===== src/rtl/riscv_pkg.sv =====
`default_nettype none
// ============================================================================
// Package : riscv_pkg
// Brief   : RV32I opcode constants, decoded-entry struct and decode helpers
//           shared by the decode/issue stage.
// Rev     : 1.0 - initial release
// ============================================================================
package riscv_pkg;

    localparam logic [6:0] c_opc_load   = 7'b0000011;
    localparam logic [6:0] c_opc_store  = 7'b0100011;
    localparam logic [6:0] c_opc_op     = 7'b0110011;
    localparam logic [6:0] c_opc_op_imm = 7'b0010011;
    localparam logic [6:0] c_opc_jal    = 7'b1101111;
    localparam logic [6:0] c_opc_jalr   = 7'b1100111;
    localparam logic [6:0] c_opc_branch = 7'b1100011;
    localparam logic [6:0] c_opc_lui    = 7'b0110111;
    localparam logic [6:0] c_opc_auipc  = 7'b0010111;

    typedef struct packed {
        logic [6:0]  opcode;
        logic [2:0]  funct3;
        logic        funct7;
        logic [4:0]  rd;
        logic        is_store;
        logic        is_lsb;
        logic [31:0] imm;
    } dec_entry_t;

    function automatic int tag_w(input int rob_aw);
        return rob_aw + 1;
    endfunction

    function automatic logic opc_known(input logic [6:0] opc);
        return opc inside {c_opc_load, c_opc_store, c_opc_op, c_opc_op_imm, c_opc_jal,
                           c_opc_jalr, c_opc_branch, c_opc_lui, c_opc_auipc};
    endfunction

    function automatic logic uses_rs1(input logic [6:0] opc);
        return !(opc inside {c_opc_jal, c_opc_lui, c_opc_auipc});
    endfunction

    function automatic logic uses_rs2(input logic [6:0] opc);
        return opc inside {c_opc_store, c_opc_branch, c_opc_op};
    endfunction

    function automatic dec_entry_t decode(input logic [31:0] inst);
        dec_entry_t d;
        d.opcode   = inst[6:0];
        d.funct3   = inst[14:12];
        d.funct7   = inst[30];
        d.rd       = (inst[6:0] inside {c_opc_store, c_opc_branch}) ? 5'd0 : inst[11:7];
        d.is_store = (inst[6:0] == c_opc_store);
        d.is_lsb   = (inst[6:0] inside {c_opc_load, c_opc_store});
        case (inst[6:0])
            c_opc_load, c_opc_op_imm, c_opc_jalr:
                d.imm = {{20{inst[31]}}, inst[31:20]};
            c_opc_store:
                d.imm = {{20{inst[31]}}, inst[31:25], inst[11:7]};
            c_opc_branch:
                d.imm = {{19{inst[31]}}, inst[31], inst[7], inst[30:25], inst[11:8], 1'b0};
            c_opc_lui, c_opc_auipc:
                d.imm = {inst[31:12], 12'b0};
            c_opc_jal:
                d.imm = {{11{inst[31]}}, inst[31], inst[19:12], inst[20], inst[30:21], 1'b0};
            default:
                d.imm = '0;
        endcase
        return d;
    endfunction

endpackage
`default_nettype wire


===== src/rtl/operand_resolve.sv =====
`default_nettype none
// ============================================================================
// Module : operand_resolve
// Brief  : Per-source operand resolve (reg -> ROB -> lowest CDB channel) for a
//          new instruction, plus CDB wakeup of an already-held operand.
// Rev    : 1.0 - initial release
// ============================================================================
module operand_resolve
    import riscv_pkg::*;
#(
    parameter int XLEN    = 32,
    parameter int ROB_AW  = 4,
    parameter int CDB_CNT = 2
) (
    input  logic [ROB_AW:0]         reg_tag,
    input  logic [XLEN-1:0]         reg_val,
    input  logic                    rob_ready,
    input  logic [XLEN-1:0]         rob_val,
    input  logic [CDB_CNT-1:0]      cdb_valid,
    input  logic [CDB_CNT*ROB_AW-1:0] cdb_rob_pos,
    input  logic [CDB_CNT*XLEN-1:0] cdb_val,
    input  logic [ROB_AW:0]         held_tag,
    input  logic [XLEN-1:0]         held_val,
    output logic [ROB_AW:0]         new_tag,
    output logic [XLEN-1:0]         new_val,
    output logic                    wake_hit,
    output logic [ROB_AW:0]         wake_tag,
    output logic [XLEN-1:0]         wake_val
);

    logic [ROB_AW-1:0] w_pos [CDB_CNT];
    logic [XLEN-1:0]   w_val [CDB_CNT];
    logic              w_acc_hit;
    logic [XLEN-1:0]   w_acc_val;
    logic              w_held_hit;
    logic [XLEN-1:0]   w_held_cdb;

    for (genvar g = 0; g < CDB_CNT; g++) begin : g_cdb_unpack
        assign w_pos[g] = cdb_rob_pos[g*ROB_AW +: ROB_AW];
        assign w_val[g] = cdb_val[g*XLEN +: XLEN];
    end

    // Scan from the top channel down so the lowest-numbered match wins.
    always_comb begin
        w_acc_hit  = 1'b0;
        w_acc_val  = '0;
        w_held_hit = 1'b0;
        w_held_cdb = '0;
        for (int i = CDB_CNT - 1; i >= 0; i--) begin
            if (cdb_valid[i] && (w_pos[i] == reg_tag[ROB_AW-1:0])) begin
                w_acc_hit = 1'b1;
                w_acc_val = w_val[i];
            end
            if (cdb_valid[i] && (w_pos[i] == held_tag[ROB_AW-1:0])) begin
                w_held_hit = 1'b1;
                w_held_cdb = w_val[i];
            end
        end
    end

    always_comb begin
        new_tag = '0;
        new_val = '0;
        if (!reg_tag[ROB_AW]) begin
            new_val = reg_val;
        end else if (rob_ready) begin
            new_val = rob_val;
        end else if (w_acc_hit) begin
            new_val = w_acc_val;
        end else begin
            new_tag = reg_tag;
        end
    end

    assign wake_hit = held_tag[ROB_AW] && w_held_hit;
    assign wake_tag = wake_hit ? '0 : held_tag;
    assign wake_val = wake_hit ? w_held_cdb : held_val;

endmodule
`default_nettype wire


===== src/rtl/decode_issue_stage.sv =====
`default_nettype none
// ============================================================================
// Module : decode_issue_stage
// Brief  : Registered RV32I decode/issue stage with operand resolve and CDB
//          wakeup of the held entry. Option macro DECODE_ISSUE_CDB_BYPASS_EN
//          forwards a same-cycle CDB match straight onto the issuing operands.
// Rev    : 1.0 - initial release
// ============================================================================
module decode_issue_stage
    import riscv_pkg::*;
#(
    parameter int XLEN    = 32,
    parameter int ROB_AW  = 4,
    parameter int CDB_CNT = 2
) (
    input  logic                      clk,
    input  logic                      rst,
    input  logic                      rdy,
    input  logic                      rollback,
    input  logic                      inst_rdy,
    input  logic [31:0]               inst,
    input  logic [XLEN-1:0]           inst_pc,
    input  logic                      inst_pred_jump,
    output logic                      dec_ready,
    output logic [4:0]                reg_rs1,
    output logic [4:0]                reg_rs2,
    input  logic [XLEN-1:0]           reg_rs1_val,
    input  logic [XLEN-1:0]           reg_rs2_val,
    input  logic [ROB_AW:0]           reg_rs1_tag,
    input  logic [ROB_AW:0]           reg_rs2_tag,
    output logic [ROB_AW-1:0]         rob_rs1_pos,
    output logic [ROB_AW-1:0]         rob_rs2_pos,
    input  logic                      rob_rs1_ready,
    input  logic                      rob_rs2_ready,
    input  logic [XLEN-1:0]           rob_rs1_val,
    input  logic [XLEN-1:0]           rob_rs2_val,
    input  logic [CDB_CNT-1:0]        cdb_valid,
    input  logic [CDB_CNT*ROB_AW-1:0] cdb_rob_pos,
    input  logic [CDB_CNT*XLEN-1:0]   cdb_val,
    input  logic                      rob_full,
    input  logic                      rs_full,
    input  logic                      lsb_full,
    input  logic [ROB_AW-1:0]         nxt_rob_pos,
    output logic                      issue,
    output logic                      rs_en,
    output logic                      lsb_en,
    output logic [ROB_AW-1:0]         rob_pos,
    output logic [6:0]                opcode,
    output logic [2:0]                funct3,
    output logic                      funct7,
    output logic                      is_store,
    output logic                      is_ready,
    output logic [4:0]                rd,
    output logic [XLEN-1:0]           pc,
    output logic                      pred_jump,
    output logic [XLEN-1:0]           imm,
    output logic [XLEN-1:0]           rs1_val,
    output logic [XLEN-1:0]           rs2_val,
    output logic [ROB_AW:0]           rs1_tag,
    output logic [ROB_AW:0]           rs2_tag
);

    localparam int TW = tag_w(ROB_AW);

    logic             r_valid;
    dec_entry_t       r_dec;
    logic [XLEN-1:0]  r_pc;
    logic             r_pred_jump;
    logic [XLEN-1:0]  r_rs1_val, r_rs2_val;
    logic [TW-1:0]    r_rs1_tag, r_rs2_tag;

    dec_entry_t       w_dec;
    logic             w_known, w_use_rs1, w_use_rs2;
    logic             w_run, w_fire, w_accept, w_route_full;
    logic [TW-1:0]    w_rs1_new_tag, w_rs2_new_tag, w_rs1_wake_tag, w_rs2_wake_tag;
    logic [XLEN-1:0]  w_rs1_new_val, w_rs2_new_val, w_rs1_wake_val, w_rs2_wake_val;
    logic             w_rs1_wake_hit, w_rs2_wake_hit;

    assign w_dec     = decode(inst);
    assign w_known   = opc_known(inst[6:0]);
    assign w_use_rs1 = uses_rs1(inst[6:0]);
    assign w_use_rs2 = uses_rs2(inst[6:0]);

    assign reg_rs1     = inst[19:15];
    assign reg_rs2     = inst[24:20];
    assign rob_rs1_pos = reg_rs1_tag[ROB_AW-1:0];
    assign rob_rs2_pos = reg_rs2_tag[ROB_AW-1:0];

    operand_resolve #(.XLEN(XLEN), .ROB_AW(ROB_AW), .CDB_CNT(CDB_CNT)) u_rs1 (
        .reg_tag(reg_rs1_tag), .reg_val(reg_rs1_val),
        .rob_ready(rob_rs1_ready), .rob_val(rob_rs1_val),
        .cdb_valid(cdb_valid), .cdb_rob_pos(cdb_rob_pos), .cdb_val(cdb_val),
        .held_tag(r_rs1_tag), .held_val(r_rs1_val),
        .new_tag(w_rs1_new_tag), .new_val(w_rs1_new_val),
        .wake_hit(w_rs1_wake_hit), .wake_tag(w_rs1_wake_tag), .wake_val(w_rs1_wake_val)
    );

    operand_resolve #(.XLEN(XLEN), .ROB_AW(ROB_AW), .CDB_CNT(CDB_CNT)) u_rs2 (
        .reg_tag(reg_rs2_tag), .reg_val(reg_rs2_val),
        .rob_ready(rob_rs2_ready), .rob_val(rob_rs2_val),
        .cdb_valid(cdb_valid), .cdb_rob_pos(cdb_rob_pos), .cdb_val(cdb_val),
        .held_tag(r_rs2_tag), .held_val(r_rs2_val),
        .new_tag(w_rs2_new_tag), .new_val(w_rs2_new_val),
        .wake_hit(w_rs2_wake_hit), .wake_tag(w_rs2_wake_tag), .wake_val(w_rs2_wake_val)
    );

    assign w_run        = rdy && !rst && !rollback;
    assign w_route_full = r_dec.is_lsb ? lsb_full : rs_full;

`ifdef DECODE_ISSUE_CDB_BYPASS_EN
    assign w_fire  = w_run && r_valid && !rob_full && !w_route_full;
    assign rs1_val = w_fire ? w_rs1_wake_val : r_rs1_val;
    assign rs2_val = w_fire ? w_rs2_wake_val : r_rs2_val;
    assign rs1_tag = w_fire ? w_rs1_wake_tag : r_rs1_tag;
    assign rs2_tag = w_fire ? w_rs2_wake_tag : r_rs2_tag;
`else
    // A late broadcast holds the entry one cycle so the captured value issues.
    assign w_fire  = w_run && r_valid && !rob_full && !w_route_full
                     && !w_rs1_wake_hit && !w_rs2_wake_hit;
    assign rs1_val = r_rs1_val;
    assign rs2_val = r_rs2_val;
    assign rs1_tag = r_rs1_tag;
    assign rs2_tag = r_rs2_tag;
`endif

    assign dec_ready = w_run && (!r_valid || w_fire);
    assign w_accept  = dec_ready && inst_rdy;

    always_ff @(posedge clk) begin
        if (rst) begin
            r_valid     <= 1'b0;
            r_dec       <= '0;
            r_pc        <= '0;
            r_pred_jump <= 1'b0;
            r_rs1_val   <= '0;
            r_rs2_val   <= '0;
            r_rs1_tag   <= '0;
            r_rs2_tag   <= '0;
        end else if (rollback) begin
            r_valid <= 1'b0;
        end else if (rdy) begin
            if (w_accept && w_known) begin
                r_valid     <= 1'b1;
                r_dec       <= w_dec;
                r_pc        <= inst_pc;
                r_pred_jump <= inst_pred_jump;
                r_rs1_val   <= w_use_rs1 ? w_rs1_new_val : '0;
                r_rs1_tag   <= w_use_rs1 ? w_rs1_new_tag : '0;
                r_rs2_val   <= w_use_rs2 ? w_rs2_new_val : '0;
                r_rs2_tag   <= w_use_rs2 ? w_rs2_new_tag : '0;
            end else if (w_accept || w_fire) begin
                r_valid <= 1'b0;
            end else if (r_valid) begin
                r_rs1_val <= w_rs1_wake_val;
                r_rs1_tag <= w_rs1_wake_tag;
                r_rs2_val <= w_rs2_wake_val;
                r_rs2_tag <= w_rs2_wake_tag;
            end
        end
    end

    assign issue     = w_fire;
    assign rs_en     = w_fire && !r_dec.is_lsb;
    assign lsb_en    = w_fire && r_dec.is_lsb;
    assign rob_pos   = w_fire ? nxt_rob_pos : '0;
    assign opcode    = r_dec.opcode;
    assign funct3    = r_dec.funct3;
    assign funct7    = r_dec.funct7;
    assign is_store  = r_dec.is_store;
    assign is_ready  = r_dec.is_store;
    assign rd        = r_dec.rd;
    assign pc        = r_pc;
    assign pred_jump = r_pred_jump;
    assign imm       = XLEN'($signed(r_dec.imm));

endmodule
`default_nettype wire

===== config.mk =====
export PLATFORM = sky130hd
export DESIGN_NAME = decode_issue_stage
export DESIGN_NICKNAME = d
export VERILOG_FILES = /design/src/rtl/riscv_pkg.sv /design/src/rtl/operand_resolve.sv /design/src/rtl/decode_issue_stage.sv
export SDC_FILE = /design/constraint.sdc
export NUM_CORES = 1
export LEC_CHECK = 0
export BUFFER_PORTS_ARGS = -buffer_cell sky130_fd_sc_hd__buf_2
export CAP_MARGIN = 20
export CORE_AREA = 2 2 183 185
export CTS_CLUSTER_DIAMETER = 60
export CTS_CLUSTER_SIZE = 40
export DETAILED_ROUTE_END_ITERATION = 7
export DIE_AREA = 0 0 185 187
export PLACE_DENSITY_LB_ADDON = 0.15
export SKIP_CTS_REPAIR_TIMING = 1
export SLEW_MARGIN = 20
export SYNTH_ARGS = -nofsm -noshare
export SYNTH_HDL_FRONTEND = slang
export SYNTH_SLANG_ARGS = --single-unit

===== constraint.sdc =====
create_clock -name clk -period 2.4 [get_ports clk]
set_input_delay 0.12 -clock clk [delete_from_list [all_inputs] [get_ports clk]]
set_output_delay 0.12 -clock clk [all_outputs]
set_load 0.02 [all_outputs]

==> flow_metrics.env, run 1 <==
export IMPL_power_share_switching_pct=29.7
export IMPL_clock_skew_ps=20.4
export IMPL_critPathMaxStageDelay_ps=360
export IMPL_hold_start="inst[19]"
export IMPL_p_comb_share_pct=16.7
export IMPL_yosysTopAreaCell="dfxtp_1"
export IMPL_crit_start="r_dec[32]$_SDFFE_PP0P_"
export IMPL_netlist_area_leader_share_pct=30.7
export IMPL_ys_types=55
export IMPL_hp_class="input port to flop"
export IMPL_synth_top_family_by_area="compound AO/OA/AOI/OAI gates"
export IMPL_post_route_min_period_ps=2450
export IMPL_tns_ps=-365
export IMPL_drt_iter0_markers=567
export IMPL_ys_warn_count=0
export IMPL_htree_levels=4
export IMPL_rsz0062_at_grt="true"
export IMPL_drive_above_1_share_pct=39.5
export IMPL_async_reset_ff_share_pct=0
export IMPL_p_int_uw=4660
export IMPL_antenna_left=0
export IMPL_synth_compound_area_share_pct=25.5
export IMPL_crit_slowest_cell="o31a_1"
export IMPL_wl_per_cell_um=20.6
export IMPL_worst_setup_path_type="flop to flop"
export IMPL_portBuffers=473
export IMPL_power_uw=6630
export IMPL_grt_pass1_wl_mm=63.4
export IMPL_ir_drop_uv=478
export IMPL_grt_ovfl_total=0
export IMPL_worstPathCellList="mux2i_1 > nand4b_1 > a31o_1 > o31a_1 > buf_12 > nor3_4 > buf_6 > clkbuf_16 > o211ai_1 > a311oi_1"
export IMPL_place_ws_ps=-55.3
export IMPL_final_nets=2021
export IMPL_hold_violations=7
export IMPL_synth_common_cells="nand2_1, dfxtp_1, nor2_1"
export IMPL_synthAdderAreaFrac_pct=0
export IMPL_rows=67
export IMPL_core_area_um2=32900
export IMPL_dr_pass1_iters=5
export IMPL_die_h_um=187
export IMPL_gr_usage_all_layers_pct=24.0
export IMPL_synth_edff_count=0
export IMPL_finalSetupViolations=14
export IMPL_clockPowerShare_pct=43.5
export IMPL_cts_buffers=17
export IMPL_synth_area_um2=10300
export IMPL_p_sw_uw=1970
export IMPL_maxCapViolations=0
export IMPL_cts_tree="done"
export IMPL_hold_slack_ps=-24.6
export IMPL_clockRootBuffer="clkbuf_16"
export IMPL_clkSinkCount=158
export IMPL_fin_ws_ps=-50.3
export IMPL_dieArea_um2=34600
export IMPL_tightest_slew_ps=1060
export IMPL_clock_latency_ps=450
export IMPL_crit_path_start_kind="flop"
export IMPL_max_slew_margin_rel_pct=28.9
export IMPL_synth_mux_area_share_pct=12.9
export IMPL_num_vias=11100
export IMPL_gp_congestion=0.865
export IMPL_synth_area_leaders="dfxtp_1, mux2i_1, nand2_1, buf_4, o211ai_1"
export IMPL_cp_data_required_time_ps=2750
export IMPL_status="finished, violations left"
export IMPL_syn_to_final_growth_pct=40.7
export IMPL_synthXorXnorAreaFrac_pct=2.72
export IMPL_powerDensity_nw_per_um2=457
export IMPL_worst_path_max_fanout=16
export IMPL_r2r_start="r_dec[32]$_SDFFE_PP0P_"
export IMPL_ios=474
export IMPL_wirelength_mm=45.3
export IMPL_seq_power_share_pct=39.8
export IMPL_post_dp_hpwl_mm=31.4
export IMPL_yosysMostFrequentCell="nand2_1"
export IMPL_synth_yosys_seq_area_share_pct=30.7
export IMPL_drc_errors=0
export IMPL_start_util_pct=31.4
export IMPL_cts_buffer_depth=2
export IMPL_synthCells=1287
export IMPL_critical_path_endpoint_type="flop"
export IMPL_avgSynthCellArea_um2=8.01
export IMPL_crit_arrival_ps=2800
export IMPL_die_x_um=185
export IMPL_critPathBufInv=3
export IMPL_grt_pass1_vias=10400
export IMPL_ys_flop_type="dfxtp_1"
export IMPL_syn_num_nets=1578
export IMPL_via_per_inst=5.08
export IMPL_antenna_found_initial=7
export IMPL_slew_violations=0
export IMPL_synth_simple_area_share_pct=18.7
export IMPL_ys_ff_latch=158
export IMPL_fmax_mhz=408
export IMPL_cp_top_family="compound AO/OA/AOI/OAI gates"
export IMPL_violations="hold timing, setup timing"
export IMPL_grt_max_degree=159
export IMPL_final_util_pct=44.1
export IMPL_fin_crit_sh_pct=102
export IMPL_cellLeakagePower_uw=0.00586
export IMPL_clkTransAtPathRegs_ps=70
==> state kept, by name, indices dropped and copies added (netlist names) <==
register / cells
rs1_tag: 5
is_ready: 1
rs1_val: 32
rs2_tag: 5
pred_jump: 1
r_dec: 1
funct7: 1
imm: 32
r_valid: 1
rs2_val: 32
rd: 5
funct3: 3
pc: 32
opcode: 7
==> power groups by stage <==
stage,clock network (uW),registers [uW],logic [uW]
2_1_floorplan,0,2710,517
3_3_place_gp,0,2700,1010
3_5_place_dp,0,2700,1020
4_1_cts,2950,2640,1020
5_1_grt,3050,2640,1200
6_report,2890,2640,1110
==> worst min-delay path, delay by kind of cell <==
family,cells,cell delay (ps)
buf+inv,1,90
compound gates,1,50
simple gates,1,110
==> kinds of logic after synthesis <==
| group | Yosys count |
|---|---|
| buf+inv | 174 |
| compound gates | 339 |
| flops | 158 |
| simple gates | 455 |
| xor+xnor | 32 |
| mux | 129 |
==> routing by layer <==
metal | vias up | GRT usage [%] | part of all wire (%)
li1 | 5421 | - | -
met1 | 5280 | 29.0 | 42
met2 | 394 | 42.6 | 50
met5 | - | 0 | 0.060
met4 | 4 | 5.68 | 1.7
met3 | 47 | 5.78 | 6.5
==> layout by cell type (no fill, tap or decap), drive strengths merged, types with 20 or more instances in the layout <==
master	instances
buf	535
nand2	254
dfxtp	158
nor2	111
mux2i	97
a21oi	66
o211ai	65
o21ai	65
dlygate4sd3	56
a211oi	51
mux2	32
a311oi	32
a2bb2oi	32
clkbuf	25
nor3	25
xor2	20
nand3	20
==> per-stage QoR <==
| stage | area [um2] | instances |
|---|---|---|
| final | 14500 | 2195 |
| after floorplan | 10300 | 1287 |
| after global placement | 13000 | 2087 |
| after detailed placement | 13000 | 2087 |
| after CTS | 13600 | 2119 |
| after global routing | 14500 | 2193 |
==> path summary, 6_finish.rpt <==
check | to | slack [ps] | cells past startpoint
min | imm[19]$_SDFFE_PP0P_ | -20 | 3
min reg2reg | imm[6]$_SDFFE_PP0P_ | 450 | 2
max | rs2_val[31]$_SDFFE_PP0P_ | -50 | 10
max reg2reg | rs2_val[31]$_SDFFE_PP0P_ | -50 | 10
==> layout make-up <==
type	instances	area [um2]
flip-flops and latches	158	3170
fillers	3394	18400
multi-input cells	955	6300
diodes	4	10.0
clock buffers	18	439
clock inverters	14	165
repair buffers	598	3850
well taps	448	561
Power figures use the tool's default switching activity.
==> run 2: changes to the inputs <==
--- a/config.mk
+++ b/config.mk
@@ -13,6 +13,7 @@
 export DETAILED_ROUTE_END_ITERATION = 7
 export DIE_AREA = 0 0 185 187
 export PLACE_DENSITY_LB_ADDON = 0.15
+export SETUP_SLACK_MARGIN = 0.2
 export SKIP_CTS_REPAIR_TIMING = 1
 export SLEW_MARGIN = 20
 export SYNTH_ARGS = -nofsm -noshare
==> run 2 against run 1 <==
  * The run ends with hold timing left
  * Non-clock buffer count up 7
  * First-iteration DRC count up 5.1%
  * Total power up 0.45%
  * Clock-buffer cell count down 1
  * Sequential cell count unchanged
  * Combinational power about the same
  * Clock skew down 5.4 ps
  * Clock power about the same
  * Utilization up 0.50 points
  * Cell count up 0.50%
  * Critical path type unchanged
  * Critical endpoint is now pc[30]$_SDFFE_PP0P_
  * Largest cell class unchanged
  * Largest power group unchanged
  * Highest routed layer unchanged
==> flow_metrics.env, run 2 (same netlist as run 1, synthesis figures left out) <==
export IMPL_status="finished, violations left"
export IMPL_violations="hold timing"
export IMPL_worst_path_max_fanout=9
export IMPL_via_per_inst=5.04
export IMPL_grt_pass1_wl_mm=63.1
export IMPL_clkSinkCount=158
export IMPL_clockRootBuffer="clkbuf_16"
export IMPL_place_ws_ps=-0.121
export IMPL_htree_levels=4
export IMPL_start_util_pct=31.4
export IMPL_final_nets=2028
export IMPL_cts_buffers=17
export IMPL_rows=67
export IMPL_core_area_um2=32900
export IMPL_final_common_cell="buf_2"
export IMPL_tns_ps=0
export IMPL_antenna_found_initial=13
export IMPL_powerDensity_nw_per_um2=454
export IMPL_final_cell_mix="buf_2, nand2_1, dfxtp_1"
export IMPL_ir_drop_uv=531
export IMPL_grt_max_degree=158
export IMPL_clock_latency_ps=430
export IMPL_antenna_left=0
export IMPL_slew_violations=0
export IMPL_worst_setup_path_type="flop to flop"
export IMPL_tightest_slew_ps=865
export IMPL_fmax_mhz=430
export IMPL_critPathMaxStageDelay_ps=350
export IMPL_worstPathCellList="mux2i_1 > nand4b_1 > a31o_1 > o31a_1 > buf_4 > nor2_4 > buf_12 > buf_12 > clkbuf_16 > nand2_1 > a21oi_1"
export IMPL_crit_path_start_kind="flop"
export IMPL_post_route_min_period_ps=2320
export IMPL_die_x_um=185
export IMPL_clkTransAtPathRegs_ps=80
export IMPL_hp_class="input port to flop"
export IMPL_syn_to_final_growth_pct=42.2
export IMPL_hold_violations=4
export IMPL_drt_iter0_markers=596
export IMPL_gr_usage_all_layers_pct=23.7
export IMPL_grt_ovfl_total=0
export IMPL_fin_crit_sh_pct=96.8
export IMPL_top_layer="met5"
export IMPL_hold_slack_ps=-80.2
export IMPL_gp_congestion=0.889
export IMPL_num_vias=11100
export IMPL_crit_top_cell="buf_12"
export IMPL_drive_above_1_share_pct=40.2
export IMPL_drc_errors=0
export IMPL_cellLeakagePower_uw=0.00592
export IMPL_cp_top_family="compound AO/OA/AOI/OAI gates"
export IMPL_rsz0062_at_grt="true"
export IMPL_portBuffers=473
export IMPL_critical_path_endpoint_type="flop"
export IMPL_clock_skew_ps=15.0
export IMPL_critPathBufInv=4
export IMPL_cts_buffer_depth=2
export IMPL_fin_ws_ps=76.5
export IMPL_wl_per_cell_um=20.3
export IMPL_rrSetupSlack_ps=80
export IMPL_dieArea_um2=34600
export IMPL_wl_met3_mm=3.05
export IMPL_cts_tree="done"
export IMPL_cp_data_required_time_ps=2730
export IMPL_post_dp_hpwl_mm=32.3
export IMPL_ios=474
export IMPL_crit_arrival_ps=2660
export IMPL_wirelength_mm=44.9
export IMPL_dr_pass1_iters=5
export IMPL_drt_met1_wl_mm=18.1
export IMPL_max_slew_margin_rel_pct=42.4
export IMPL_die_h_um=187
export IMPL_grt_pass1_vias=10500
export IMPL_maxCapViolations=0
export IMPL_wl_met2_mm=22.6
export IMPL_finalSetupViolations=0
export IMPL_crit_slowest_cell="o31a_1"
-- run 2: routing by layer --
| metal | vias up | track usage (%) |
|---|---|---|
| met5 | - | 0 |
| met4 | 12 | 7.81 |
| met3 | 52 | 6.04 |
| met2 | 373 | 43.4 |
| met1 | 5251 | 26.5 |
| li1 | 5436 | - |
-- run 2: metrics by stage --
| stage | total power, uW | hold slack, ps | util [%] | instance area [um2] | instances |
|---|---|---|---|---|---|
| 3_5_place_dp | 3720 | 357 | 39.5 | 13000 | 2084 |
| 5_1_grt | 6930 | -95.8 | 44.6 | 14600 | 2202 |
| 6_report | 6660 | -80.2 | 44.6 | 14700 | 2206 |
| 2_1_floorplan | 3220 | 223 | - | 10300 | 1287 |
| 3_3_place_gp | 3720 | 362 | 39.5 | 13000 | 2084 |
| 4_1_cts | 6660 | -106 | 41.4 | 13600 | 2116 |
-- run 2: worst reg2reg max path, cell delays in order, from the launching register on --
cell	delay, ps
dfxtp_2	340
mux2i_1	170
nand4b_1	170
a31o_1	240
o31a_1	350
buf_4	190
nor2_4	110
buf_12	120
buf_12	130
clkbuf_16	180
nand2_1	70
a21oi_1	160
-- run 2: where the power goes --
group / switching [uW] / internal (uW)
clock network: 1390 / 1510
logic: 617 / 509
registers: 6.13 / 2620
-- run 2: cell type report --
cell class	count	area, um2
Timing Repair Buffer	605	3970
Antenna cell	8	20.0
Multi-Input combinational cell	955	6300
Fill cell	3403	18200
Tap cell	448	561
Clock inverter	15	188
Clock buffer	17	425
Sequential cell	158	3190
-- run 2: final timing paths --
path,start,endpoint,cells after the start
worst max-delay path,r_dec[32]$_SDFFE_PP0P_,pc[30]$_SDFFE_PP0P_,11
worst min-delay path,rollback,r_valid$_SDFFE_PP0P_,2
worst min register to register,pc[12]$_SDFFE_PP0P_,pc[12]$_SDFFE_PP0P_,2
worst max register to register,r_dec[32]$_SDFFE_PP0P_,pc[30]$_SDFFE_PP0P_,11
